===== src/rtl/contador_universal_pkg.sv =====
// Shared types for the universal counter.
// Counting modes and the run/halt state.
package contador_pkg;

   typedef enum logic [1:0] {
      M_WRAP,
      M_SAT,
      M_ONESHOT,
      M_RSVD
   } mode_t;

   typedef enum logic {
      RUN,
      HALT
   } state_t;

endpackage


===== src/rtl/contador_universal.sv =====
// Universal up/down counter with generic modulo, load and
// wrap / saturate / one-shot terminal-count modes.
module contador_universal
   import contador_pkg::*;
#(
   parameter int WIDTH  = 8,
   parameter int MODULO = 2 ** WIDTH
) (
   input  logic             clk,
   input  logic             rst,
   input  logic             en,
   input  logic             up_dn,
   input  logic             load,
   input  logic [WIDTH-1:0] d,
   input  logic [1:0]       mode,
   output logic [WIDTH-1:0] q,
   output logic             tc,
   output logic             wrap,
   output logic             done
);

   localparam logic [WIDTH-1:0] MAXV = WIDTH'(MODULO - 1);
   localparam logic [WIDTH-1:0] ONE  = WIDTH'(1);

   state_t           state;
   state_t           state_nxt;
   logic [WIDTH-1:0] q_nxt;
   logic [WIDTH-1:0] term;
   logic             wrap_nxt;
   logic             done_nxt;

   assign term = up_dn ? MAXV : '0;
   assign tc   = (q == term);

   // Reload at TERM instead of relying on overflow, so any modulo works.
   always_comb begin
      q_nxt     = q;
      wrap_nxt  = 1'b0;
      done_nxt  = done;
      state_nxt = state;
      if (load) begin
         q_nxt     = (d > MAXV) ? MAXV : d;
         done_nxt  = 1'b0;
         state_nxt = RUN;
      end else if (state == RUN && en) begin
         if (!tc) begin
            q_nxt = up_dn ? q + ONE : q - ONE;
         end else begin
            case (mode_t'(mode))
               M_SAT: begin
                  q_nxt = q;
               end
               M_ONESHOT: begin
                  state_nxt = HALT;
                  done_nxt  = 1'b1;
               end
               default: begin
                  q_nxt    = up_dn ? '0 : MAXV;
                  wrap_nxt = 1'b1;
               end
            endcase
         end
      end
   end

   always_ff @(posedge clk) begin
      if (rst) begin
         q     <= '0;
         wrap  <= 1'b0;
         done  <= 1'b0;
         state <= RUN;
      end else begin
         q     <= q_nxt;
         wrap  <= wrap_nxt;
         done  <= done_nxt;
         state <= state_nxt;
      end
   end

endmodule


===== config.mk =====
export PLATFORM = sky130hd
export DESIGN_NAME = contador_universal
export DESIGN_NICKNAME = d
export VERILOG_FILES = /design/src/rtl/contador_universal_pkg.sv /design/src/rtl/contador_universal.sv
export SDC_FILE = /design/constraint.sdc
export NUM_CORES = 1
export LEC_CHECK = 0
export ABC_AREA = 0
export ABC_CLOCK_PERIOD_IN_PS = 2800
export BUFFER_PORTS_ARGS = -buffer_cell sky130_fd_sc_hd__buf_2
export CORE_MARGIN = 1
export CORE_UTILIZATION = 45
export DETAILED_ROUTE_END_ITERATION = 16
export MAX_ROUTING_LAYER = met4
export PLACE_DENSITY = 0.81
export SLEW_MARGIN = 0
export SYNTH_ARGS = -nofsm -noshare
export SYNTH_HDL_FRONTEND = slang
export SYNTH_SLANG_ARGS = --single-unit

===== constraint.sdc =====
create_clock -name clk -period 2.8 [get_ports clk]
set_clock_uncertainty 0.15 [all_clocks]
set_input_delay 0.14 -clock clk [delete_from_list [all_inputs] [get_ports clk]]
set_output_delay 0.14 -clock clk [all_outputs]
set_load 0.01 [all_outputs]

==> metrics.md <==
| Metric | Value |
|---|---|
| Outcome | completed |
| CORE AREA | 1764 µm² |
| FMAX | 0.4660 GHz |
| Antenna violations before repair | 0 |
| Final core utilization | 61.49% |
| Share of layout cells above drive strength 1 | 29.32% |
| Die height | 45.71 µm |
| Vias in the first global route | 824 |
| FP Rows | 15 |
| Vias | 885 |
| Root Buffer | clkbuf_4 |
| Post-synth EDFFs | 0 |
| Router iterations before antenna repair | 4 |
| H-Tree Depth | 1 |
| Synth Area in Adders | 12.52% |
| Top cell type's share of synthesized area | 23.29% |
| Final ANT Viol Nets | 0 |
| Post-synthesis compound-gate area fraction | 29.69% |
| LEAKAGE | 0.5044 nW |
| Post-Syn Nets | 125 |
| Setup bufs post-CTS | 0 |
| DP HPWL | 1667 µm |
| Final TNS setup | 0 ns |
| Simple-Gate Fraction of Synth Area | 15.87% |
| Class of the worst hold path | input pin to register |
| Setup CP Type | register to register |
| Top cells by count, synth | 11 x inv_1, 10 x dfxtp_1, 8 x nand2_1 |
| Register area share after synthesis | 23.29% |
| Max-cap violations | 0 |
| First-pass GRT wire length | 3443 µm |
| Peak VDD IR | 0.0003535 V |
| CTS sink count | 10 |
| Clk pin slew, worst setup/hold paths | 0.07 ns |
| Via density per instance | 5.601 |
| Most numerous cell in the Yosys netlist | inv_1 |
| Slew HR | 78.29% |
| Post-synthesis xor/xnor area fraction | 7.132% |
| Final setup vio count | 0 |
| WL per Instance | 13.97 µm |
| Syn-to-layout area delta | 26.20% |
| Total wire length | 2207 µm |
| GPL Wtd Cong | 0.8892 |
| RSZ-0062 raised after global routing | no |
| Final std cells w/o fill | 158 |
| Drt first-iter violations | 21 |
| PwrDens | 436.1 nW/µm² |
| Mapped Cells | 102 |
| Critical Path Start Type | register |
| Seq cells post-synth | 10 |
| Die width | 45.71 µm |
| Post-Syn Area | 859.6 µm² |
| Global Route Usage Sum | 23.80% |
| Avg Inst Size Synth | 8.427 µm² |
| Pre-CTS worst setup slack | 0.5081 ns |
| Hold WS | 0.01051 ns |
| DR DRC count | 0 |
| I/O Pins | 26 |
| Placed cells | 150 |
| Yosys top cell by area | dfxtp_1 |
| Largest net degree at the start of global routing | 17 |
| Worst-skew pair later-pin latency | 0.27 ns |
| Final hold viol count | 0 |
| Largest family of logic cells by synthesized area | compound AO/OA/AOI/OAI gates |
| Area contributors post-synth | dfxtp_1 23%, ha_1 10%, xnor2_1 5.1% |
| Setup slack after layout | 0.6539 ns |
| Mux cell area share after synthesis | 3.930% |
| Max clock buf depth | 2 |
| Starting density of the core | 48.72% |
| # diodes | 0 |
| Synth Warn # | 0 |
| Post-CTS sizing | 0 |
| Crit path DAT | 2.16 ns |
| Final period util | 76.65% |
| Final nets | 157 |
| Max-slew violations | 0 |
| CP max FO | 8 |
| IO buf count | 25 |
| Synth cell types | 33 |
| Die ar. | 2089 µm² |
| Post-synthesis async set-or-reset flop share | 0% |
| Setup crit end kind | register |
| TritonCTS clock tree | done |
| Worst-Margin Slew | 0.3256 ns |
| Worst EP required | 2.82 ns |
| Overflow after GRT | 0 |
| Min cycle time layout | 2.146 ns |
| Synth Flop Type | dfxtp_1 |
| Num CTS Buffers | 3 |
[worst paths after layout]
| check | endpoint | start | slack, ns | cells past startpoint |
|---|---|---|---|---|
| max | q[1] | q[4] | 0.65 | 7 |
| min | q[0] | rst | 0.01 | 2 |
| min reg2reg | q[5] | q[5] | 0.38 | 2 |
| max reg2reg | q[1] | q[4] | 0.65 | 7 |
[cell usage in the layout, fill, tap and decap left out, types with 3 or more instances in the layout]
cell type	synthesis	layout
nand3_1	7	7
a21oi_1	7	7
buf_2	0	25
nand2_1	8	8
o21ai_0	5	5
ha_1	7	7
inv_1	11	11
nor3_1	5	5
dlygate4sd3_1	0	4
xnor2_1	5	5
o21bai_1	3	3
clkbuf_4	0	3
a221oi_1	3	3
dfxtp_1	10	10
nor2_1	3	3
[cell families (layout without fill, tap and decap cells)]
family / after synthesis / count (layout)
AND/OR/NAND/NOR: 28 / 28
AO/OA/AOI/OAI: 32 / 32
adder cells (fa/ha/maj): 8 / 8
multiplexers: 3 / 3
XOR/XNOR: 7 / 7
buffers and inverters: 14 / 45
flip-flops: 10 / 10
[layout make-up]
| type | instances | area, µm² |
|---|---|---|
| fill | 161 | 679.4 |
| multi-input combinational | 78 | 594.3 |
| sequential | 10 | 200.2 |
| timing repair buffer | 29 | 165.2 |
| inverter | 12 | 57.56 |
| clock buffer | 4 | 36.28 |
| tap | 25 | 31.28 |
[report_power, final]
group	leakage [nW]	internal [W]	total (W)	switching, W
clock network	0.0210	0.0000791	0.000132	0.0000533
logic	0.401	0.0000782	0.000173	0.0000952
registers	0.0828	0.000154	0.000167	0.0000134
[critical path, cell delays in order, from the launching register on]
cell	delay [ns]
dfxtp_1	0.34
ha_1	0.37
nand3_1	0.16
a211o_4	0.40
clkinv_8	0.08
mux2_1	0.31
o21ai_0	0.16
a21oi_1	0.05
[what timing repair did]
action,in CTS,in global routing
hold buffers,4,0
endpoints found under the setup margin,0,0
endpoints found under the hold margin,4,0
[sequential cells by signal, summed over array words and instances (netlist names)]
name   flops
wrap       1
q          8
state      1
[routing by layer]
layer / up-vias / track usage [%] / routed length, µm
met5: - / - / 0
met3: 10 / 6.349 / 108
met4: 0 / 9.412 / 66
met2: 37 / 38.00 / 1085
li1: 435 / - / -
met1: 403 / 28.30 / 946
[per-stage QoR]
stage	power (W)	instance area, µm²
6_report	0.0004731	1085
5_1_grt	0.0004993	1085
4_1_cts	0.0004734	1085
3_5_place_dp	0.0003364	1008
3_3_place_gp	0.0003312	1008
2_1_floorplan	0.0002871	859.6
Power figures use the tool's default switching activity.
